File: src/rtl/wired_bus_resolver_if.sv
// Bundle of driver-side inputs and registered resolver outputs for wired_bus_resolver.
// The master modport belongs to whoever drives the bus masters and consumes the result;
// the slave modport belongs to the resolver itself.
interface wired_bus_resolver_if #(
  parameter int WIDTH = 8,
  parameter int N_DRV = 4,
  parameter int CNT_W = 8
);

  logic [N_DRV*WIDTH-1:0] drv_data;
  logic [N_DRV-1:0]       drv_en;
  logic                   clr_stats;

  logic [WIDTH-1:0]       bus_out;
  logic [1:0]             bus_state;
  logic [WIDTH-1:0]       contend_mask;
  logic                   contend_sticky;
  logic [CNT_W-1:0]       multi_cnt;
  logic [CNT_W-1:0]       contend_cnt;

  modport master (
    output drv_data,
    output drv_en,
    output clr_stats,
    input  bus_out,
    input  bus_state,
    input  contend_mask,
    input  contend_sticky,
    input  multi_cnt,
    input  contend_cnt
  );

  modport slave (
    input  drv_data,
    input  drv_en,
    input  clr_stats,
    output bus_out,
    output bus_state,
    output contend_mask,
    output contend_sticky,
    output multi_cnt,
    output contend_cnt
  );

endinterface

File: src/rtl/wired_bus_resolver.sv
// wired_bus_resolver: clocked replacement for a wor/wand shared net.
// Resolves N_DRV drivers of a WIDTH-bit bus each cycle in wired-OR (MODE 0),
// wired-AND (MODE 1) or tri-state with contention detection (MODE 2), registers
// the result with one cycle of latency and keeps saturating statistics.
// Optional build macro: BUS_KEEPER_EN -- when defined, FLOAT cycles hold the last
// registered bus value instead of returning to the idle value.
module wired_bus_resolver #(
  parameter int WIDTH = 8,
  parameter int N_DRV = 4,
  parameter int MODE  = 0,
  parameter int CNT_W = 8
) (
  input logic                 clk,
  input logic                 rst,
  wired_bus_resolver_if.slave bus
);

  localparam int EN_W = $clog2(N_DRV + 1);

  // Idle level of the bus: a released wired-AND net floats high, the others low
  localparam logic [WIDTH-1:0] IDLE_VAL = (MODE == 1) ? {WIDTH{1'b1}} : {WIDTH{1'b0}};

  localparam logic [EN_W-1:0]  EN_ZERO  = '0;
  localparam logic [EN_W-1:0]  EN_ONE   = EN_W'(1);
  localparam logic [CNT_W-1:0] CNT_ONE  = CNT_W'(1);
  localparam logic [CNT_W-1:0] CNT_MAX  = {CNT_W{1'b1}};

  typedef enum logic [1:0] {
    FLOAT   = 2'd0,
    DRIVEN  = 2'd1,
    MULTI   = 2'd2,
    CONTEND = 2'd3
  } bus_state_e;

  logic [WIDTH-1:0] or_en;
  logic [WIDTH-1:0] and_en;
  logic [EN_W-1:0]  n_en;

  logic [WIDTH-1:0] contend_nxt;
  logic [WIDTH-1:0] bus_nxt;
  bus_state_e       state_nxt;
  logic             multi_hit;
  logic             contend_hit;

  bus_state_e       state_q;
  logic [WIDTH-1:0] bus_q;
  logic [WIDTH-1:0] mask_q;
  logic             sticky_q;
  logic [CNT_W-1:0] multi_q;
  logic [CNT_W-1:0] contend_q;

  // Fold the enabled drivers into OR/AND reductions and count how many are active
  always_comb begin
    or_en  = '0;
    and_en = '1;
    n_en   = EN_ZERO;
    for (int i = 0; i < N_DRV; i++) begin
      if (bus.drv_en[i]) begin
        or_en  = or_en  | bus.drv_data[i*WIDTH +: WIDTH];
        and_en = and_en & bus.drv_data[i*WIDTH +: WIDTH];
        n_en   = n_en + EN_ONE;
      end
    end
  end

  // Pick the next status, contention bits and resolved bus value
  always_comb begin
    state_nxt   = FLOAT;
    contend_nxt = '0;
    bus_nxt     = IDLE_VAL;

    // Disagreement only means something once two or more drivers are on the bus
    if ((MODE == 2) && (n_en > EN_ONE)) begin
      contend_nxt = or_en ^ and_en;
    end

    if (n_en == EN_ZERO) begin
      state_nxt = FLOAT;
    end else if (n_en == EN_ONE) begin
      state_nxt = DRIVEN;
    end else if (contend_nxt != '0) begin
      state_nxt = CONTEND;
    end else begin
      state_nxt = MULTI;
    end

    if (state_nxt == FLOAT) begin
`ifdef BUS_KEEPER_EN
      bus_nxt = bus_q;
`else
      bus_nxt = IDLE_VAL;
`endif
    end else if (MODE == 1) begin
      bus_nxt = and_en;
    end else begin
      bus_nxt = or_en;
    end
  end

  // Statistics events for the cycle being sampled
  always_comb begin
    multi_hit   = (state_nxt == MULTI) || (state_nxt == CONTEND);
    contend_hit = (state_nxt == CONTEND);
  end

  // Status register; any state may follow any other
  always_ff @(posedge clk or posedge rst) begin
    if (rst) begin
      state_q <= FLOAT;
    end else begin
      state_q <= state_nxt;
    end
  end

  // Registered bus value and contention mask, untouched by clr_stats
  always_ff @(posedge clk or posedge rst) begin
    if (rst) begin
      bus_q  <= IDLE_VAL;
      mask_q <= '0;
    end else begin
      bus_q  <= bus_nxt;
      mask_q <= contend_nxt;
    end
  end

  // Sticky contention flag; a clear wins over a same-cycle set
  always_ff @(posedge clk or posedge rst) begin
    if (rst) begin
      sticky_q <= 1'b0;
    end else if (bus.clr_stats) begin
      sticky_q <= 1'b0;
    end else if (contend_hit) begin
      sticky_q <= 1'b1;
    end
  end

  // Saturating multi-driver counter; a clear wins over a same-cycle increment
  always_ff @(posedge clk or posedge rst) begin
    if (rst) begin
      multi_q <= '0;
    end else if (bus.clr_stats) begin
      multi_q <= '0;
    end else if (multi_hit && (multi_q != CNT_MAX)) begin
      multi_q <= multi_q + CNT_ONE;
    end
  end

  // Saturating contention counter; a clear wins over a same-cycle increment
  always_ff @(posedge clk or posedge rst) begin
    if (rst) begin
      contend_q <= '0;
    end else if (bus.clr_stats) begin
      contend_q <= '0;
    end else if (contend_hit && (contend_q != CNT_MAX)) begin
      contend_q <= contend_q + CNT_ONE;
    end
  end

  assign bus.bus_out        = bus_q;
  assign bus.bus_state      = state_q;
  assign bus.contend_mask   = mask_q;
  assign bus.contend_sticky = sticky_q;
  assign bus.multi_cnt      = multi_q;
  assign bus.contend_cnt    = contend_q;

endmodule

File: src/flat_wrapper.sv
// flat-port wrapper written by rule: the top's interface ports become plain ports
module wired_bus_resolver_flat 
#(
  parameter int WIDTH = 8,
  parameter int N_DRV = 4,
  parameter int MODE  = 0,
  parameter int CNT_W = 8
)
  (clk, rst, bus_drv_data, bus_drv_en, bus_clr_stats, bus_bus_out, bus_bus_state, bus_contend_mask, bus_contend_sticky, bus_multi_cnt, bus_contend_cnt);
  wired_bus_resolver_if #(.WIDTH(WIDTH), .N_DRV(N_DRV), .CNT_W(CNT_W)) bus_i ();
  input logic clk;
  input logic rst;
  input wire logic [$bits(bus_i.drv_data)-1:0] bus_drv_data;
  input wire logic [$bits(bus_i.drv_en)-1:0] bus_drv_en;
  input wire logic [$bits(bus_i.clr_stats)-1:0] bus_clr_stats;
  output wire logic [$bits(bus_i.bus_out)-1:0] bus_bus_out;
  output wire logic [$bits(bus_i.bus_state)-1:0] bus_bus_state;
  output wire logic [$bits(bus_i.contend_mask)-1:0] bus_contend_mask;
  output wire logic [$bits(bus_i.contend_sticky)-1:0] bus_contend_sticky;
  output wire logic [$bits(bus_i.multi_cnt)-1:0] bus_multi_cnt;
  output wire logic [$bits(bus_i.contend_cnt)-1:0] bus_contend_cnt;
  assign bus_i.drv_data = bus_drv_data;
  assign bus_i.drv_en = bus_drv_en;
  assign bus_i.clr_stats = bus_clr_stats;
  assign bus_bus_out = bus_i.bus_out;
  assign bus_bus_state = bus_i.bus_state;
  assign bus_contend_mask = bus_i.contend_mask;
  assign bus_contend_sticky = bus_i.contend_sticky;
  assign bus_multi_cnt = bus_i.multi_cnt;
  assign bus_contend_cnt = bus_i.contend_cnt;
  wired_bus_resolver #(.WIDTH(WIDTH), .N_DRV(N_DRV), .MODE(MODE), .CNT_W(CNT_W)) u_core (.clk(clk), .rst(rst), .bus(bus_i));
endmodule
File: config.mk
export PLATFORM = sky130hd
export DESIGN_NAME = wired_bus_resolver_flat
export DESIGN_NICKNAME = d
export VERILOG_FILES = /design/src/rtl/wired_bus_resolver_if.sv /design/src/rtl/wired_bus_resolver.sv /design/src/flat_wrapper.sv
export SDC_FILE = /design/constraint.sdc
export NUM_CORES = 1
export LEC_CHECK = 0
export BUFFER_PORTS_ARGS = -buffer_cell sky130_fd_sc_hd__clkbuf_2
export CAP_MARGIN = 10
export CORE_MARGIN = 2
export CORE_UTILIZATION = 35
export CTS_CLUSTER_DIAMETER = 40
export DETAILED_ROUTE_END_ITERATION = 6
export MAX_ROUTING_LAYER = met4
export PLACE_DENSITY = 0.8
export RECOVER_POWER = 50
export SYNTH_ARGS = -nofsm -noshare
export SYNTH_HDL_FRONTEND = slang
export SYNTH_SLANG_ARGS = --single-unit
File: constraint.sdc
create_clock -name clk -period 1.6 [get_ports clk]
set_clock_uncertainty 0.2 [all_clocks]
set_input_delay 0.08 -clock clk [delete_from_list [all_inputs] [get_ports clk]]
set_output_delay 0.08 -clock clk [all_outputs]
set_load 0.1 [all_outputs]
Yosys cells after proc, flatten, opt, wreduce, memory -nomap -nowiden

Cells that the tools add are included.

Bits in registers: 27
Bits of input ports: 39
Output and inout bits: 35
Word-level logic and storage cells: 43

$add $sub $neg: 5
Equal/unequal tests: 5
Multiplexer cells: 17
Bitwise gates (word level): 3
Reductions and logical operators: 8

Operators by type and width:

| kind                                                                   | count |
|---|---|
| 8-bit 2-to-1 mux                                                       | 9 |
| 8-bit OR                                                               | 3 |
| 8-bit by 1-bit adder with 8-bit output (second input constant)         | 2 |
| 8-bit != test (second input constant)                                  | 2 |
| 3-bit 2-to-1 mux                                                       | 3 |
| 3-bit by 1-bit adder with 3-bit output (second input constant)         | 2 |
| 2-bit nonzero test                                                     | 3 |
| 2-bit equality test (second input constant)                            | 2 |
| 2-bit 2-to-1 mux                                                       | 2 |
| 3-bit by 1-bit equality test with 1-bit output (second input constant) | 1 |
| 3-bit logical NOT                                                      | 1 |
| 1-bit 2-to-1 mux                                                       | 3 |
| 1-bit by 1-bit adder with 2-bit output (second input constant)         | 1 |
| 1-bit logical AND                                                      | 2 |
| 2-bit logical NOT                                                      | 1 |
| 1-bit logical OR                                                       | 1 |

Logic depth before layout (Yosys ltp)

Depth in word-level cells: 15
Gate-level depth with buffers: 11
Mapped depth without buffers: 9

Least setup slack after synthesis

OpenSTA, ideal clock, no wires.

Kind: input to register
Start: in bus_drv_en[0]
End: reg u_core.multi_q[5] (netlist: u_core.bus.multi_cnt[5])
Setup time: 0.128 ns
Data arrival time: 2.161 ns
Required time: 1.272 ns
Setup slack: -0.889 ns
Cell stages on the path: 10
Buffers on the path: 2
Path through: clkbuf_1 -> inv_1 -> ha_1 -> xor2_1 -> ha_1 -> a22o_1 -> or2_1 -> buf_6 -> nand4_1 -> mux2_1

Longest elaborated chain between the ends: 14
Elaborated cells on any way between the ends: 16
Those cells by class: 3 x add/sub; 3 x eq/ne; 6 x mux; 4 x reduce/logical

Ends and longest elaborated chain:

| what                                           | line                      | text |
|---|---|---|
| from (decl)                                    | flat_wrapper.sv:14        | `input wire logic [$bits(bus_i.drv_en)-1:0] bus_drv_en;` |
| 1-bit 2-to-1 mux *                             | wired_bus_resolver.sv:58  | `if (bus.drv_en[i]) begin` |
| 1-bit by 1-bit adder with 2-bit output         | wired_bus_resolver.sv:61  | `n_en = n_en + EN_ONE;` |
| 3-bit 2-to-1 mux *                             | wired_bus_resolver.sv:58  |  |
| 3-bit by 1-bit adder with 3-bit output         | wired_bus_resolver.sv:61  |  |
| 3-bit 2-to-1 mux *                             | wired_bus_resolver.sv:58  |  |
| 3-bit by 1-bit adder with 3-bit output         | wired_bus_resolver.sv:61  |  |
| 3-bit 2-to-1 mux *                             | wired_bus_resolver.sv:58  |  |
| 3-bit by 1-bit equality test with 1-bit output | wired_bus_resolver.sv:79  | `end else if (n_en == EN_ONE) begin` |
| 2-bit 2-to-1 mux                               | wired_bus_resolver.sv:79  |  |
| 2-bit 2-to-1 mux *                             | wired_bus_resolver.sv:77  | `if (n_en == EN_ZERO) begin` |
| named net u_core.state_nxt[1]                  | wired_bus_resolver.sv:41  | `bus_state_e state_nxt;` |
| 2-bit equality test                            | wired_bus_resolver.sv:102 | `multi_hit = (state_nxt == MULTI) \|\| (state_nxt == CONTEND);` |
| 1-bit logical OR *                             | wired_bus_resolver.sv:102 |  |
| 1-bit logical AND *                            | wired_bus_resolver.sv:143 | `end else if (multi_hit && (multi_q != CNT_MAX)) begin` |
| 2-bit nonzero test (no source line) *          | --                        |  |
| to (signal assigned)                           | wired_bus_resolver.sv:144 | `multi_q <= multi_q + CNT_ONE;` |
| to (decl)                                      | wired_bus_resolver.sv:49  | `logic [CNT_W-1:0] multi_q;` |

Mark *: on every way through the listed nets, which the timed path passes. The rest lies on a longest branch.
A chain may end at the register's enable or synchronous reset.

Worst setup path in the final report

Start: in bus_drv_en[1]
End: reg u_core.multi_q[4] (netlist: u_core.bus.multi_cnt[4])

Longest elaborated chain between the ends: 12
Elaborated cells on any way between the ends: 14
Those cells by class: 2 x add/sub; 3 x eq/ne; 5 x mux; 4 x reduce/logical

Ends and longest elaborated chain:

| what                                           | line |
|---|---|
| 3-bit 2-to-1 mux *                             | wired_bus_resolver.sv:58 |
| 3-bit by 1-bit adder with 3-bit output         | wired_bus_resolver.sv:61 |
| 3-bit 2-to-1 mux *                             | wired_bus_resolver.sv:58 |
| 3-bit by 1-bit adder with 3-bit output         | wired_bus_resolver.sv:61 |
| 3-bit 2-to-1 mux *                             | wired_bus_resolver.sv:58 |
| 3-bit by 1-bit equality test with 1-bit output | wired_bus_resolver.sv:79 |
| 2-bit 2-to-1 mux                               | wired_bus_resolver.sv:79 |
| 2-bit 2-to-1 mux *                             | wired_bus_resolver.sv:77 |
| 2-bit equality test                            | wired_bus_resolver.sv:102 |
| 1-bit logical OR *                             | wired_bus_resolver.sv:102 |
| 1-bit logical AND *                            | wired_bus_resolver.sv:143 |
| 2-bit nonzero test (no source line) *          | -- |

Every way passes the cells marked *; elsewhere a longest branch is shown, timed or not.

==> results.md <==
* Status: complete, but fails checks
* Failing checks: negative setup slack
* Port Buffers at 65
* Cts bufs inserted at 3
* DR vias at 1477
* PD cells at 907 nW/um2
* #FFs+latches synth at 27
* Largest family of logic cells by synthesized area: compound AO/OA/AOI/OAI gates
* Detail Route Antenna Nets at 0
* Area contributors post-synth: dfrtp_1, a22oi_1, nor2b_1, buf_4, a21oi_1
* CP endpoint kind: flip-flop
* Congestion Overflow GR at 0
* Sw Pwr at 993 uW
* GPL Wtd Cong at 0.793
* # H-tree levels at 1
* Ant. Diodes at 0
* Cell count after synthesis at 132
* Fillers at 283
* Relative slew slack at 0.575
* RSZ-0062 raised after global routing: true
* First-pass GRT wire length at 6380 um
* Initial Util at 0.372
* Io pins at 74
* Vias in the first global route at 1514
* Pre-antenna DRT Iters at 4
* Detailed placer's ending HPWL at 2670 um
* First-iteration detailed-routing DRC count at 69
* Layout cells sized above 1 at 0.504
* Pint at 1240 uW
* Final setup fails at 16
* Num rows at 22
* Clock sinks at 27
* Clock Tree Root: clkbuf_8
* Post-layout min period at 1.80 ns
* WP data arrival at 1.76 ns
* Later-pin clock latency in the skew report at 0.27 ns
* Largest net degree at the start of global routing at 28
* Area leader, netlist: dfrtp_1
* Xor/xnor share of the synthesized area at 0.0254
* Mapped Area at 1380 um2
* Measured slew at the worst slew-check pin at 0.638 ns
* Switching Share at 0.445
* Fin util at 0.663
* Setup ws final at -0.196 ns
* Placeable core region at 3720 um2
* CP required at 1.56 ns
* Adder-cell share of the synthesized area at 0.0362
* Count of final max-slew check failures at 0
* # Max-Cap Violations at 0
* Post-synthesis simple-gate area fraction at 0.161
* Crit share post-route at 1.12
* Vias per inst at 4.92
* Number of antenna violations at the first check in global routing at 0
* Max clock buf depth at 2
* Final Hold Slack at 0.0481 ns
* Worst-case vdd ir drop at 0.430 mV
* CP Class: in2reg
* Reg power frac at 0.341
* Drt drc at 0
* Setup crit start kind: input port
* Commonest non-fill, non-tap cell in the layout: clkbuf_2
* Post-synthesis mux area share at 0.0308
* Most frequent cells in the layout: clkbuf_2, dlygate4sd3_1, buf_4
* Worst Hold Class: in2reg
* Gate power share at 0.491
* Syn-to-layout area delta at 78.3%
* Area share of the largest cell type after synthesis at 0.489
* Global Route Usage Sum at 0.198
* Width of the die at 66.8 um
* CTS tree: done
* Crit-path max FO at 6
* Syn avg cell area at 10.5 um2
* Clk slew on worst S/H paths at 0.08 ns
* Die area at 4460 um2
* # nets final at 296
* Detailed Route WL at 4220 um
* Routed len/inst at 14.1 um
* Synth Area in Compound Gates at 0.168
* Clock power share at 0.168
* Hold Vio Cnt, Final at 0
* Fmax at 557 MHz
* Yosys cell types at 33
* Sequential share of the synthesized area at 0.489
* Leakage at 0.00122 uW
* Syn. warnings at 0
* Pre-CTS setup slack at -0.669 ns
* Die Height at 66.8 um
## power by group through the flow
stage	sequential [uW]	combinational, uW	clock [uW]
final	761	1100	375
after global placement	776	919	0
after floorplan	1220	288	0
after detailed placement	777	927	0
after global routing	769	1150	405
after CTS	762	1060	384
## Yosys cell counts
cell      instances
dfrtp_1          27
a22oi_1          16
nor2b_1          14
a21oi_1          10
buf_4             8
nor2_1            8
inv_1             5
clkbuf_1          4
ha_1              4
a311oi_1          3
nand2_1           3
xor2_1            3
and4_1            2
buf_2             2
mux2_1            2
mux2i_1           2
nand3_1           2
nand4_1           2
a22o_1            1
a31oi_1           1
a41o_1            1
and2_1            1
and3_1            1
and3b_1           1
buf_1             1
buf_6             1
conb_1            1
nor3_1            1
nor4_4            1
o21ai_0           1
o22ai_1           1
or2_1             1
xnor2_1           1
## layer usage
metal	GRT usage	wire, um
met1	0.205	1520
met3	0.0236	232
met2	0.348	2290
met4	0.138	175
met5	-	0
## registers in the layout (all words and copies together), names as in the netlist
| signal | cells |
|---|---|
| u_core.bus.multi_cnt | 8 |
| u_core.bus.bus_out | 8 |
| u_core.bus.contend_cnt | 8 |
| u_core.bus.contend_sticky | 1 |
| u_core.bus.bus_state | 2 |
## worst max-delay path: stages
cell,delay (ns)
buf_8,0.08
inv_4,0.03
ha_4,0.28
xor2_4,0.18
ha_4,0.22
a22o_1,0.21
or2_4,0.26
nand4_1,0.11
mux2_4,0.31
## cell families (layout without fill, tap and decap cells)
kind of cell	Yosys count	after routing
flops	27	27
mux	4	4
xor+xnor	4	4
compound gates	34	34
other cells	1	8
buf+inv	21	134
simple gates	37	37
fa+ha+maj	4	4
## layout make-up
class | count | area, um2 | share of cell area
sequential | 27 | 681 | 0.276
clock buffer | 3 | 41.3 | 0.0168
timing repair buffer | 125 | 888 | 0.361
multi-input combinational | 91 | 763 | 0.310
inverter | 5 | 23.8 | 0.00965
tap | 48 | 60.1 | 0.0244
clock inverter | 1 | 5.00 | 0.00203
## repair_timing
item | 4_1_cts | 5_1_grt
pin swaps | 8 | 3
buffers inserted | 1 | 0
hold buffers | 33 | 0
hold endpoints to repair | 35 | 0
resized for setup | 22 | 12
setup endpoints to repair | 18 | 18
## final timing paths
check                                           from                         to  slack (ns)  depth (start not counted)
max                                    bus_drv_en[1]    u_core.bus.multi_cnt[4]       -0.20                          9
min                                    bus_clr_stats    u_core.bus.multi_cnt[6]        0.05                          2
max reg2reg                  u_core.bus.multi_cnt[6]    u_core.bus.multi_cnt[5]       -0.13                          4
min reg2reg                u_core.bus.contend_cnt[0]  u_core.bus.contend_cnt[0]        0.30                          1
max in group asynchronous                        rst    u_core.bus.multi_cnt[0]        0.44                          4
min in group asynchronous                        rst  u_core.bus.contend_cnt[1]        0.30                          4
## stage by stage
| step | cell area [um2] | TNS (ns) | power, uW | instances |
|---|---|---|---|---|
| global placement | 1920 | -9.40 | 1700 | 262 |
| floorplan | 1480 | -8.29 | 1500 | 139 |
| global route | 2460 | -3.13 | 2320 | 300 |
| CTS | 2400 | -2.74 | 2200 | 300 |
| detailed placement | 1920 | -10.06 | 1700 | 262 |
| finish | 2460 | -2.03 | 2230 | 300 |
Power figures use the tool's default switching activity.
